<file path="config.mk">
export PLATFORM = sky130hd
export DESIGN_NAME = mcycle_ctrl_seq
export DESIGN_NICKNAME = d
export VERILOG_FILES = /design/src/rtl/mcycle_ctrl_seq.sv
export SDC_FILE = /design/constraint.sdc
export NUM_CORES = 1
export LEC_CHECK = 0
export ABC_AREA = 1
export BUFFER_PORTS_ARGS = -buffer_cell sky130_fd_sc_hd__clkbuf_2
export CORE_ASPECT_RATIO = 1.4
export CORE_MARGIN = 5
export CORE_UTILIZATION = 53
export DETAILED_ROUTE_END_ITERATION = 10
export GPL_TIMING_DRIVEN = 0
export PLACE_DENSITY = 0.79
export REMOVE_ABC_BUFFERS = 1
export SYNTH_ARGS = -nofsm -noshare
export SYNTH_HDL_FRONTEND = slang
export SYNTH_SLANG_ARGS = --single-unit
</file>
<file path="constraint.sdc">
create_clock -name clock -period 2.3 [get_ports clock]
set_clock_uncertainty 0.2 [all_clocks]
set_input_delay 0.115 -clock clock [delete_from_list [all_inputs] [get_ports clock]]
set_output_delay 0.115 -clock clock [all_outputs]
set_load 0.02 [all_outputs]
</file>
<file path="src/rtl/mcycle_ctrl_seq.sv">
// mcycle_ctrl_seq: multicycle control sequencer for the MIPS-subset datapath.
// Drives PC, IR, A/B, ALUOut, register file, HI/LO and EPC load/select lines.
// Memory wait states and the MULT/DIV iteration count are parameters; illegal
// instructions and arithmetic overflow share one EPC-save / vector-load path.
// Optional build macro: CTRL_DIV_ZERO_TRAP_EN -- when defined, a div with a
// zero divisor traps with cause 11 instead of running the divider.
// Control outputs are registered from the next-state decode, so each output
// lines up with the state it belongs to; reset masks every output to 0.
module mcycle_ctrl_seq #(
   parameter int MEM_WAIT = 2,
   parameter int MD_ITER  = 32,
   parameter int CNT_W    = 6
) (
   input  logic       clock,
   input  logic       reset,
   input  logic [5:0] opcode,
   input  logic [5:0] funct,
   input  logic       alu_overflow,
   input  logic       div_zero,
   output logic       pc_write,
   output logic [2:0] pc_source,
   output logic       ir_write,
   output logic [1:0] mem_add,
   output logic       alu_src_a,
   output logic [2:0] alu_src_b,
   output logic [2:0] alu_control,
   output logic       reg_a_write,
   output logic       reg_b_write,
   output logic       alu_out_write,
   output logic       reg_write,
   output logic [2:0] reg_dest,
   output logic [3:0] reg_data,
   output logic       mult_op,
   output logic       div_op,
   output logic       hi_write,
   output logic       lo_write,
   output logic       mux_hilo,
   output logic       epc_write,
   output logic       busy_md,
   output logic [3:0] state
);

   typedef enum logic [3:0] {
      ST_FETCH     = 4'd0,
      ST_MEM_WAIT  = 4'd1,
      ST_IR_LOAD   = 4'd2,
      ST_DECODE    = 4'd3,
      ST_EXEC      = 4'd4,
      ST_WB        = 4'd5,
      ST_MD_RUN    = 4'd6,
      ST_MD_DONE   = 4'd7,
      ST_EXCP_SAVE = 4'd8,
      ST_EXCP_WAIT = 4'd9,
      ST_EXCP_LOAD = 4'd10
   } state_t;

   typedef enum logic [3:0] {
      OP_ADD  = 4'd0,
      OP_SUB  = 4'd1,
      OP_AND  = 4'd2,
      OP_SLT  = 4'd3,
      OP_ADDI = 4'd4,
      OP_JR   = 4'd5,
      OP_J    = 4'd6,
      OP_MULT = 4'd7,
      OP_DIV  = 4'd8,
      OP_ILL  = 4'd9
   } op_t;

   typedef struct packed {
      logic       pc_write;
      logic [2:0] pc_source;
      logic       ir_write;
      logic [1:0] mem_add;
      logic       alu_src_a;
      logic [2:0] alu_src_b;
      logic [2:0] alu_control;
      logic       reg_a_write;
      logic       reg_b_write;
      logic       alu_out_write;
      logic       reg_write;
      logic [2:0] reg_dest;
      logic [3:0] reg_data;
      logic       mult_op;
      logic       div_op;
      logic       hi_write;
      logic       lo_write;
      logic       mux_hilo;
      logic       epc_write;
      logic       busy_md;
   } ctl_t;

   // exception causes double as the vector address select on mem_add
   localparam logic [1:0] CAUSE_ILL  = 2'b01;
   localparam logic [1:0] CAUSE_OVF  = 2'b10;
   localparam logic [1:0] CAUSE_DIV0 = 2'b11;

   localparam logic [CNT_W-1:0] MEM_WAIT_C = CNT_W'(MEM_WAIT);
   localparam logic [CNT_W-1:0] MD_ITER_C  = CNT_W'(MD_ITER);
   localparam logic [CNT_W-1:0] CNT_ONE_C  = CNT_W'(1);
   localparam logic [CNT_W-1:0] CNT_ZERO_C = CNT_W'(0);

   // instruction class from opcode/funct; anything unrecognised is illegal
   function automatic op_t classify(input logic [5:0] op, input logic [5:0] fn);
      op_t k;
      k = OP_ILL;
      case (op)
         6'h00: begin
            case (fn)
               6'h20:   k = OP_ADD;
               6'h22:   k = OP_SUB;
               6'h24:   k = OP_AND;
               6'h2A:   k = OP_SLT;
               6'h18:   k = OP_MULT;
               6'h1A:   k = OP_DIV;
               6'h08:   k = OP_JR;
               default: k = OP_ILL;
            endcase
         end
         6'h08:   k = OP_ADDI;
         6'h02:   k = OP_J;
         default: k = OP_ILL;
      endcase
      return k;
   endfunction

   // control word for a given state; unlisted fields stay 0
   function automatic ctl_t decode_ctl(input state_t st, input logic kind,
                                       input logic [1:0] cause, input op_t k);
      ctl_t c;
      c = '0;
      case (st)
         ST_FETCH: begin
            c.pc_write    = 1'b1;
            c.pc_source   = 3'b001;
            c.mem_add     = 2'b00;
            c.alu_src_a   = 1'b0;
            c.alu_src_b   = 3'b011;
            c.alu_control = 3'b001;
         end
         ST_MEM_WAIT: c.mem_add = 2'b00;
         ST_IR_LOAD:  c.ir_write = 1'b1;
         ST_DECODE: begin
            c.reg_a_write   = 1'b1;
            c.reg_b_write   = 1'b1;
            c.alu_out_write = 1'b1;
            c.alu_src_b     = 3'b100;
            c.alu_control   = 3'b001;
         end
         ST_EXEC: begin
            case (k)
               OP_ADD, OP_SUB, OP_AND, OP_SLT: begin
                  c.alu_src_a     = 1'b1;
                  c.alu_src_b     = 3'b000;
                  c.alu_out_write = 1'b1;
                  case (k)
                     OP_SUB:  c.alu_control = 3'b010;
                     OP_AND:  c.alu_control = 3'b011;
                     OP_SLT:  c.alu_control = 3'b111;
                     default: c.alu_control = 3'b001;
                  endcase
               end
               OP_ADDI: begin
                  c.alu_src_a     = 1'b1;
                  c.alu_src_b     = 3'b010;
                  c.alu_control   = 3'b001;
                  c.alu_out_write = 1'b1;
               end
               OP_JR: begin
                  c.pc_write    = 1'b1;
                  c.pc_source   = 3'b001;
                  c.alu_src_a   = 1'b1;
                  c.alu_control = 3'b000;
               end
               OP_J: begin
                  c.pc_write  = 1'b1;
                  c.pc_source = 3'b000;
               end
               default: c.pc_write = 1'b0;
            endcase
         end
         ST_WB: begin
            c.reg_write = 1'b1;
            c.reg_dest  = (k == OP_ADDI) ? 3'b000 : 3'b001;
            c.reg_data  = (k == OP_SLT) ? 4'b0010 : 4'b0000;
         end
         ST_MD_RUN: begin
            c.busy_md = 1'b1;
            c.mult_op = ~kind;
            c.div_op  = kind;
         end
         ST_MD_DONE: begin
            c.busy_md  = 1'b1;
            c.hi_write = 1'b1;
            c.lo_write = 1'b1;
            c.mux_hilo = kind;
         end
         ST_EXCP_SAVE: begin
            c.epc_write   = 1'b1;
            c.alu_src_a   = 1'b0;
            c.alu_src_b   = 3'b011;
            c.alu_control = 3'b010;
            c.mem_add     = cause;
         end
         ST_EXCP_WAIT: c.mem_add = cause;
         ST_EXCP_LOAD: begin
            c.pc_write  = 1'b1;
            c.pc_source = 3'b011;
            c.mem_add   = cause;
         end
         default: c = '0;
      endcase
      return c;
   endfunction

   state_t           state_r;
   logic [CNT_W-1:0] cnt_r;
   logic             kind_r;      // 0 mult, 1 div
   logic [1:0]       cause_r;
   ctl_t             ctl_r;

   state_t           nx_state_s;
   logic [CNT_W-1:0] nx_cnt_s;
   logic             nx_kind_s;
   logic [1:0]       nx_cause_s;
   op_t              op_k_s;
   ctl_t             ctl_o_s;

`ifndef CTRL_DIV_ZERO_TRAP_EN
   // without the trap the divisor-zero flag has no effect on sequencing
   logic unused_div_zero_s;
   assign unused_div_zero_s = div_zero;
`endif

   // next-state, counter, latched op kind and latched cause
   always_comb begin
      nx_state_s = state_r;
      nx_cnt_s   = cnt_r;
      nx_kind_s  = kind_r;
      nx_cause_s = cause_r;
      op_k_s     = classify(opcode, funct);
      case (state_r)
         ST_FETCH: begin
            if (MEM_WAIT == 0) begin
               nx_state_s = ST_IR_LOAD;
            end else begin
               nx_state_s = ST_MEM_WAIT;
               nx_cnt_s   = MEM_WAIT_C;
            end
         end
         ST_MEM_WAIT: begin
            if (cnt_r <= CNT_ONE_C) begin
               nx_state_s = ST_IR_LOAD;
               nx_cnt_s   = CNT_ZERO_C;
            end else begin
               nx_cnt_s   = cnt_r - CNT_ONE_C;
            end
         end
         ST_IR_LOAD: nx_state_s = ST_DECODE;
         ST_DECODE:  nx_state_s = ST_EXEC;
         ST_EXEC: begin
            case (op_k_s)
               OP_ADD, OP_SUB, OP_ADDI: begin
                  if (alu_overflow) begin
                     nx_state_s = ST_EXCP_SAVE;
                     nx_cause_s = CAUSE_OVF;
                  end else begin
                     nx_state_s = ST_WB;
                  end
               end
               OP_AND, OP_SLT: nx_state_s = ST_WB;
               OP_JR, OP_J:    nx_state_s = ST_FETCH;
               OP_MULT, OP_DIV: begin
                  nx_kind_s = (op_k_s == OP_DIV);
                  if (MD_ITER == 0) begin
                     nx_state_s = ST_MD_DONE;
                     nx_cnt_s   = CNT_ZERO_C;
                  end else begin
                     nx_state_s = ST_MD_RUN;
                     nx_cnt_s   = MD_ITER_C;
                  end
`ifdef CTRL_DIV_ZERO_TRAP_EN
                  if ((op_k_s == OP_DIV) && div_zero) begin
                     nx_state_s = ST_EXCP_SAVE;
                     nx_cause_s = CAUSE_DIV0;
                     nx_cnt_s   = CNT_ZERO_C;
                  end else begin
                     nx_cause_s = cause_r;
                  end
`endif
               end
               default: begin
                  nx_state_s = ST_EXCP_SAVE;
                  nx_cause_s = CAUSE_ILL;
               end
            endcase
         end
         ST_WB: nx_state_s = ST_FETCH;
         ST_MD_RUN: begin
            if (cnt_r <= CNT_ONE_C) begin
               nx_state_s = ST_MD_DONE;
               nx_cnt_s   = CNT_ZERO_C;
            end else begin
               nx_cnt_s   = cnt_r - CNT_ONE_C;
            end
         end
         ST_MD_DONE: nx_state_s = ST_FETCH;
         ST_EXCP_SAVE: begin
            if (MEM_WAIT == 0) begin
               nx_state_s = ST_EXCP_LOAD;
            end else begin
               nx_state_s = ST_EXCP_WAIT;
               nx_cnt_s   = MEM_WAIT_C;
            end
         end
         ST_EXCP_WAIT: begin
            if (cnt_r <= CNT_ONE_C) begin
               nx_state_s = ST_EXCP_LOAD;
               nx_cnt_s   = CNT_ZERO_C;
            end else begin
               nx_cnt_s   = cnt_r - CNT_ONE_C;
            end
         end
         ST_EXCP_LOAD: nx_state_s = ST_FETCH;
         default:      nx_state_s = ST_FETCH;
      endcase
   end

   // sequencer registers and the control word for the state being entered
   always_ff @(posedge clock) begin
      if (reset) begin
         state_r <= ST_FETCH;
         cnt_r   <= CNT_ZERO_C;
         kind_r  <= 1'b0;
         cause_r <= 2'b00;
         ctl_r   <= decode_ctl(ST_FETCH, 1'b0, 2'b00, OP_ILL);
      end else begin
         state_r <= nx_state_s;
         cnt_r   <= nx_cnt_s;
         kind_r  <= nx_kind_s;
         cause_r <= nx_cause_s;
         ctl_r   <= decode_ctl(nx_state_s, nx_kind_s, nx_cause_s, op_k_s);
      end
   end

   // reset holds every output and the state readback at 0
   always_comb begin
      if (reset) begin
         ctl_o_s = '0;
         state   = 4'd0;
      end else begin
         ctl_o_s = ctl_r;
         state   = state_r;
      end
   end

   assign pc_write      = ctl_o_s.pc_write;
   assign pc_source     = ctl_o_s.pc_source;
   assign ir_write      = ctl_o_s.ir_write;
   assign mem_add       = ctl_o_s.mem_add;
   assign alu_src_a     = ctl_o_s.alu_src_a;
   assign alu_src_b     = ctl_o_s.alu_src_b;
   assign alu_control   = ctl_o_s.alu_control;
   assign reg_a_write   = ctl_o_s.reg_a_write;
   assign reg_b_write   = ctl_o_s.reg_b_write;
   assign alu_out_write = ctl_o_s.alu_out_write;
   assign reg_write     = ctl_o_s.reg_write;
   assign reg_dest      = ctl_o_s.reg_dest;
   assign reg_data      = ctl_o_s.reg_data;
   assign mult_op       = ctl_o_s.mult_op;
   assign div_op        = ctl_o_s.div_op;
   assign hi_write      = ctl_o_s.hi_write;
   assign lo_write      = ctl_o_s.lo_write;
   assign mux_hilo      = ctl_o_s.mux_hilo;
   assign epc_write     = ctl_o_s.epc_write;
   assign busy_md       = ctl_o_s.busy_md;

endmodule
</file>
Word-level counts from Yosys, hierarchy flattened:

Index checks and enable logic that the tools add are counted.

* output and inout bits: 36
* logic and storage cells: 125
* bits of input ports: 16
* register bits after elaboration: 45

* reductions and logical operators: 23
* $add $sub $neg: 1
* $lt $le $gt $ge: 1
* bitwise operators: 6
* equality and inequality tests: 34
* multiplexer cells: 36

Operators by type and width (count)
* equality test 4 x 3 -> 1 bit (second input constant): 10
* 2-to-1 mux 32 bit: 1
* one-hot mux 4 bit (8 select lines): 1
* one-hot mux 4 bit (7 select lines): 1
* equality test 4 x 2 -> 1 bit (second input constant): 6
* equality test 4 bit (second input constant): 6
* equality test 6 bit (second input constant): 4
* one-hot mux 4 bit (3 select lines): 2
* one-hot mux 6 bit (4 select lines): 1
* 2-to-1 mux 4 bit: 5
* OR reduction 2 bit: 10
* one-hot mux 6 bit (3 select lines): 1
* one-hot mux 4 bit (4 select lines): 1
* equality test 6 x 4 -> 1 bit (second input constant): 2
* equality test 6 x 5 -> 1 bit (second input constant): 2
* zero test 4 bit: 3
* 2-to-1 mux 6 bit: 2
* OR reduction 6 bit: 2
* 2-to-1 mux 1 bit: 10
* 2-to-1 mux 2 bit: 5
* one-hot mux 3 bit (3 select lines): 1
* OR reduction 3 bit: 3
* equality test 4 x 1 -> 1 bit (second input constant): 2
* 2-to-1 mux 8 bit: 1
* 14 further kinds: 19

Logic depth before layout (Yosys ltp):

Gate-level depths: netlist (run 1).

* depth after elaboration: 11
* gate-level depth with buffers: 18

Worst setup path before layout (run 1):

Ideal clock, no wire load.

* path type: reg2reg
* start point: reg cnt_r[0]
* end point: reg ctl_r[28] (netlist bit)
* slack: 426 ps
* period minus slack after synthesis: 1874 ps
* data arrival time: 1612 ps
* required time: 2038 ps
* stages on the path, launching flop included: 15
* library setup time: 62 ps
* cell sequence: dfxtp_1 -> inv_1 -> ha_1 -> nor2_1 -> nor3_1 -> and2_1 -> inv_1 -> nor2_1 -> nor2_1 -> inv_1 -> nor2_2 -> nand3_1 -> inv_2 -> nand2_1 -> nand3_1

* longest elaborated chain between the ends: 5

RTL lines
* start: declaration: RTL line 217 `logic [CNT_W-1:0] cnt_r;`
* start signal: assignment: RTL line 339 `cnt_r <= nx_cnt_s;`
* <= comparator 6 x 1 -> 1 bit *: RTL line 252, 300, 317
* 2-to-1 mux 4 bit, on equally long branches: RTL line 317, 252, 300
* one-hot mux 4 bit (8 select lines) *: RTL line 242 `case (state_r)`
* equality test 4 bit, or another cell as far along: RTL line 132 `case (st)`
* one-hot mux 4 bit (3 select lines) *: RTL line 132
* end signal: assignment: RTL line 336 `ctl_r <= decode_ctl(ST_FETCH, 1'b0, 2'b00, OP_ILL);`
* end signal: assignment: RTL line 342 `ctl_r <= decode_ctl(nx_state_s, nx_kind_s, nx_cause_s, op_k_s);`
* end: declaration: RTL line 220 `ctl_t ctl_r;`

Mark *: on every way between the ends. The rest lies on a longest branch, timed or not.
A chain may end at the register's enable or synchronous reset.

Final worst setup path (run 1):

* start point: reg cnt_r[1]
* end point: reg ctl_r[27] (netlist bit)

* longest elaborated chain between the ends: 5

RTL lines (RTL line)
* <= comparator 6 x 1 -> 1 bit *: 252, 300, 317
* 2-to-1 mux 4 bit, on equally long branches: 317, 252, 300
* one-hot mux 4 bit (8 select lines) *: 242
* equality test 4 x 2 -> 1 bit *: 132
* 2-to-1 mux 1 bit *: 132

Marked as above.

==> summary.txt, run 1 <==
Final Instance Count excl. Fillers: 409
Reg2reg end: ctl_r[27]
Die H: 85.1 µm
FF-to-FF path depth: 11
Setup violators final: 0
Max FO, Critical Path: 5
Residual DRC: 0
WHS: 0.0571 ns
Tot Pwr: 2.24 mW
CTS tree: done
Grt met1 use: 0.171
First-pass GRT wire length: 7.42 mm
Antenna Cells: 0
Effective utilization at floorplan: 0.545
Initial antenna violation count: 0
Iteration count of the initial detailed-routing pass: 4
Filler cell count: 389
Hold Vio Cnt, Final: 0
Syn. warnings: 0
RSZ-0062 raised after global routing: no
Fin util: 0.619
Vias in the first global route: 1840
PortBufs: 44
CTS max path bufs: 2
Pwr per Cell Area: 922 nW/µm²
FMAX: 478 MHz
DRT iter0 DRCs: 55
Synth Cell Area: 2140 µm²
VDD IR-drop max: 0.000917 V
Pins Over Slew Limit: 0
Die Area: 5420 µm²
Global-route usage over all layers: 0.167
Setup TNS Final: 0 ns
Ys async rst share: 0
Slew @ Worst Pin: 0.801 ns
Vias: 1933
Hold Path Origin: opcode[2]
Largest net degree at the start of global routing: 42
Share of cells above drive strength 1: 0.260
Seq/Total Area, Yosys: 0.347
Worst Path Required: 2.31 ns
Clk root buf: clkbuf_8
Io pins: 52
Clock Sinks: 37
Status: completed
Commonest non-fill, non-tap cells in the layout: nor2_1 (69), inv_1 (60), clkbuf_2 (44), nand2_1 (41), dfxtp_1 (36)
Post-placement cell area: 2350 µm²
Period utilization: 0.909
Final WS setup: 0.209 ns
GR Layer Usage met3: 0.0344
CTS Buf Count: 5
Grt ovf: 0
Leak: 1.27 nW
Final Critical Period: 2.09 ns
Synthesized instance count: 325
Worst Hold Path Cells: 5
Final Cell Area: 2430 µm²
Area grow syn2layout: 13.5%
Wire per inst: 10.3 µm
Layout Nets: 385
Hold worst-path end: ctl_r[11]
CTS clk-pin slew, worst paths: 0.07 ns
GR Util met2: 0.316
GRT busiest layer: met2
Die width: 63.7 µm
Std-Cell Core Area: 3920 µm²
Hold Crit Class: primary input to register
Row count: 27
Top_reg_cell synth: dfxtp_1
Max Cap Violations: 0
Reg2reg start: cnt_r[1]
Wirelength, routed: 4.22 mm
Avg Cell Area, Syn: 6.58 µm²
H-tree level count: 2
Pre-CTS WS: 0.157 ns
Most common cell after layout, fill and taps aside: nor2_1
Post-CTS Hold Fix Bufs: 0
Placed insts: 403
Post-CTS Setup Inserts: 0
Post-synth EDFFs: 0
Arr. time, crit path: 2.10 ns
Yosys cell types: 37
Via-per-instance ratio: 4.73
CP endpoint kind: register
Antenna Violating Nets Remaining: 0
Flops & latches, synth: 37
Setup slack, reg-to-reg: 0.21 ns
CP Launch Type: register
Clk Latency, worst-skew pair: 0.29 ns
Worst slew margin: 0.466
Setup Crit Path Kind: register to register
Gpl congestion: 0.870
DP HPWL: 3.32 mm
-- cell families after synthesis --
group | Yosys count | share of synthesized area
AOI/OAI and AO/OA | 25 | 0.0738
xor gates and xnor gates | 1 | 0.00410
adders and majority gates | 2 | 0.0117
buffers and inverters | 84 | 0.163
DFF | 37 | 0.347
other | 1 | 0.00175
and+or+nand+nor | 175 | 0.399
-- worst max-delay path, stage by stage (launching register included) --
cell	delay, ns
dfxtp_1	0.32
inv_1	0.09
ha_1	0.21
nor2_1	0.05
nor3_1	0.11
and2_1	0.19
a21oi_1	0.08
a211oi_1	0.31
nand2_2	0.14
inv_2	0.12
nand2_1	0.08
nor3_2	0.11
-- layer usage --
layer,share of wire,vias to the layer above
li1,-,1054
met4,0.027,0
met3,0.039,8
met1,0.40,834
met5,0,-
met2,0.53,37
-- worst max-delay path by stage --
stage,startpoint,endpoint,slack [ns],cells past startpoint
6_report,cnt_r[1],ctl_r[27],0.21,11
5_1_grt,cnt_r[1],ctl_r[27],0.01,11
4_1_cts,cnt_r[1],ctl_r[27],0.20,11
3_5_place_dp,funct[2],ctl_r[26],0.16,15
3_3_place_gp,funct[2],ctl_r[26],0.21,15
2_1_floorplan,cnt_r[0],ctl_r[18],0.42,15
-- cell usage after synthesis, drive strengths merged (2+ instances only) --
master,number,area [µm²]
clkbuf,4,15.0
clkinv,2,8.75
buf,10,68.8
nand4,2,18.8
dfxtp,37,741
nor3,11,80.1
o21ai,5,25.0
nand2,51,216
a21oi,11,66.3
ha,2,25.0
nand3,27,170
o22ai,3,18.8
and3,2,12.5
nor2,79,337
a21boi,2,18.8
inv,68,255
-- final cells by class --
| cell class | count | area [µm²] | share of cell area |
|---|---|---|---|
| inverter | 70 | 264 | 0.109 |
| tap | 43 | 53.8 | 0.0222 |
| multi-input combinational | 209 | 1070 | 0.442 |
| sequential | 37 | 742 | 0.306 |
| clock buffer | 5 | 68.8 | 0.0284 |
| timing repair buffer | 44 | 220 | 0.0908 |
| clock inverter | 1 | 5.00 | 0.00206 |
-- state kept, by name, indices dropped and copies added, names as in the netlist --
signal and count:
ctl_r 24, cnt_r 6, kind_r 1, cause_r 2, state_r 4
-- where the power goes --
group	switching, mW	total, mW	leakage [nW]	internal [mW]
clock	0.217	0.416	0.0399	0.199
combinational	0.637	0.977	0.933	0.339
sequential	0.0836	0.845	0.302	0.761
-- timing repair --
| item | in CTS | in global routing |
|---|---|---|
| gates resized for setup | 0 | 2 |
| endpoints found under the hold margin | 0 | 0 |
| setup endpoints to repair | 0 | 5 |
Power figures use the tool's default switching activity.
==> run 2, diff against run 1 <==
- PLACE_DENSITY: 0.79 -> default
- PLACE_DENSITY_LB_ADDON: default -> 0.3
==> run 2 against run 1 <==
  * Sequential power shrank 0.7%
  * Highest routed layer unchanged
  * Critical path type unchanged
  * Non-clock buffer count is the same
  * Clock power grew 36%
  * Hold slack lost 0.0073 ns
  * Final area grew 1.5%
  * Wire length shrank 5.9%
  * First-iteration DRC count shrank 22%
  * Die area is the same
  * Register-to-register slack is essentially flat
  * Via count grew 0.16%
  * Worst setup slack lost 0.0029 ns
==> summary.txt, run 2 (same netlist as run 1, synthesis figures left out) <==
Status: completed (unchanged)
Antenna Cells: 0 (unchanged)
Setup TNS Final: 0 ns (unchanged)
Iteration count of the initial detailed-routing pass: 4 (unchanged)
Area grow syn2layout: 15.2% (was 13.5%)
Pwr per Cell Area: 965 nW/µm² (was 922 nW/µm²)
Wirelength, routed: 3.97 mm (was 4.22 mm)
DRT iter0 DRCs: 43 (was 55)
Std-Cell Core Area: 3920 µm² (unchanged)
FMAX: 478 MHz (about the same)
CP endpoint kind: register (unchanged)
Critical Path Max Stage Delay: 0.38 ns (was 0.32 ns)
CP Launch Type: register (unchanged)
Placed insts: 403 (unchanged)
Commonest non-fill, non-tap cells in the layout: nor2_1 (69), inv_1 (59), clkbuf_2 (44), nand2_1 (41), dfxtp_1 (37) (was nor2_1 (69), inv_1 (60), clkbuf_2 (44), nand2_1 (41), dfxtp_1 (36))
Vias in the first global route: 1749 (was 1840)
Io pins: 52 (unchanged)
VDD IR-drop max: 0.000768 V (was 0.000917 V)
Reg with most FFs: ctl_r (unchanged)
First-pass GRT wire length: 7.22 mm (was 7.42 mm)
Via-per-instance ratio: 4.71 (was 4.73)
Arr. time, crit path: 2.11 ns (was 2.10 ns)
FF-to-FF path depth: 14 (was 11)
Hold Crit Class: primary input to register (unchanged)
Reg2reg end: ctl_r[31] (was ctl_r[27])
Power Internal: 1.45 mW (was 1.30 mW)
CTS clk-pin slew, worst paths: 0.07 ns (about the same)
RSZ-0062 raised after global routing: no (unchanged)
Comb pwr share: 0.408 (was 0.436)
Worst Path Required: 2.31 ns (about the same)
Slew @ Worst Pin: 0.782 ns (was 0.801 ns)
WHS: 0.0497 ns (was 0.0571 ns)
Clock Power Share: 0.239 (was 0.186)
Setup violators final: 0 (unchanged)
Wire per inst: 9.65 µm (was 10.3 µm)
Row count: 27 (unchanged)
CTS tree: done (unchanged)
Setup slack, reg-to-reg: 0.21 ns (about the same)
Final Cell Area: 2460 µm² (was 2430 µm²)
Setup Crit Path Kind: register to register (unchanged)
Final Critical Period: 2.09 ns (about the same)
Post-placement cell area: 2350 µm² (unchanged)
Die H: 85.1 µm (unchanged)
Hold Vio Cnt, Final: 0 (unchanged)
Largest net degree at the start of global routing: 42 (unchanged)
Largest registers: ctl_r (24), cnt_r (6), state_r (4) (unchanged)
Switching power: 0.930 mW (was 0.938 mW)
Clk Latency, worst-skew pair: 0.29 ns (about the same)
Clk root buf: clkbuf_8 (unchanged)
Seq pwr share: 0.353 (was 0.378)
Period utilization: 0.910 (was 0.909)
H-tree level count: 2 (unchanged)
Family with the most delay on the worst path: simple AND/OR/NAND/NOR gates (unchanged)
DP HPWL: 3.20 mm (was 3.32 mm)
Max FO, Critical Path: 4 (was 5)
Reg2reg start: cnt_r[0] (was cnt_r[1])
Max reg flops: 24 (unchanged)
CP endpoint: ctl_r[31] (was ctl_r[27])
Die Area: 5420 µm² (unchanged)
Vias: 1936 (was 1933)
Residual DRC: 0 (unchanged)
CTS max path bufs: 2 (unchanged)
CP max stage cell: dfxtp_1 (unchanged)
Share of cells above drive strength 1: 0.261 (was 0.260)
Grt ovf: 0 (unchanged)
Critical path depth in cells: 14 (was 11)
Initial antenna violation count: 0 (unchanged)
Layout Nets: 385 (unchanged)
Antenna Violating Nets Remaining: 0 (unchanged)
Top cell by count, worst path: nor2_1
Global-route usage over all layers: 0.160 (was 0.167)
Die width: 63.7 µm (unchanged)
CTS Buf Count: 5 (unchanged)
Pins Over Slew Limit: 0 (unchanged)
Effective utilization at floorplan: 0.545 (unchanged)
Post-CTS Setup Inserts: 0 (unchanged)
Gpl congestion: 0.863 (was 0.870)
PortBufs: 44 (unchanged)
Sw Ratio: 0.391 (was 0.419)
CP cell instances: inv_1 > ha_1 > nor2_1 > nor3_1 > and2_1 > inv_2 > nor2_1 > nor2_1 > inv_1 > nor2_2 > nand3_1 > inv_2 > nand2_1 > nand3_1 (was inv_1 > ha_1 > nor2_1 > nor3_1 > and2_1 > a21oi_1 > a211oi_1 > nand2_2 > inv_2 > nand2_1 > nor3_2)
Clock Sinks: 37 (unchanged)
Max Cap Violations: 0 (unchanged)
Leak: 1.29 nW (was 1.27 nW)
Final Instance Count excl. Fillers: 411 (was 409)
CP startpoint: cnt_r[0] (was cnt_r[1])
Worst Path Buf+Inv: 4 (was 2)
Most common cell after layout, fill and taps aside: nor2_1 (unchanged)
Worst slew margin: 0.479 (was 0.466)
run 2: cell types whose count changed in the layout (fill, tap and decap cells not counted):
cell	delta
bufinv_16	+1
clkbuf_1	+1
clkbuf_8	+1
clkinv_2	-1
dfxtp_1	+1
dfxtp_2	-1
inv_1	-1
inv_2	+1
nor2_2	+1
nor2_4	-1
run 2: how the worst min path moves through the flow:
stage	cells past startpoint	slack, ns	startpoint	end
CTS	5	0.05	opcode[2]	ctl_r[11]
finish	5	0.05	opcode[2]	ctl_r[11]
global route	5	0.09	opcode[2]	ctl_r[11]
detailed placement	2	0.29	cnt_r[0]	cnt_r[0]
floorplan	1	-0.02	reset	ctl_r[19]
global placement	2	0.29	cnt_r[0]	cnt_r[0]
run 2: final cells by class:
class                           count  area, µm²
Clock buffer                        7       86.3
Clock inverter                      1       30.0
Fill cell                         377       1460
Inverter                           70        264
Multi-Input combinational cell    209       1070
Sequential cell                    37        741
Tap cell                           43       53.8
Timing Repair Buffer               44        220
run 2: power groups by stage:
stage,combinational [mW],sequential (mW),clock (mW)
global route,1.13,0.859,0.602
global placement,0.951,0.851,0
finish,0.970,0.839,0.567
CTS,0.975,0.839,0.574
detailed placement,0.967,0.853,0
floorplan,0.772,0.835,0
run 2: worst register-to-register path, cell delays in order, from the launching register on:
cell and delay, ns:
dfxtp_1 0.38, inv_1 0.08, ha_1 0.24, nor2_1 0.10, nor3_1 0.04, and2_1 0.17, inv_2 0.09, nor2_1 0.04
nor2_1 0.09, inv_1 0.05, nor2_2 0.17, nand3_1 0.14, inv_2 0.09, nand2_1 0.07, nand3_1 0.08
run 2: per-stage QoR:
step / total power [mW] / utilization / setup slack [ns]
after floorplan: 1.61 / - / 0.425
after global placement: 1.80 / 0.599 / 0.207
after detailed placement: 1.82 / 0.599 / 0.196
after CTS: 2.39 / 0.628 / 0.161
after global routing: 2.59 / 0.628 / 0.000441
final: 2.38 / 0.628 / 0.206
run 2: layer usage:
layer | global-route usage | wire, µm
met1 | 0.184 | 1620
met2 | 0.287 | 2090
met3 | 0.0344 | 194
met4 | 0.0510 | 61
met5 | 0 | 0
run 2: repair_timing:
| action | CTS | global route |
|---|---|---|
| gates resized for setup | 0 | 1 |
| hold buffers | 0 | 0 |
| endpoints found under the setup margin | 0 | 5 |
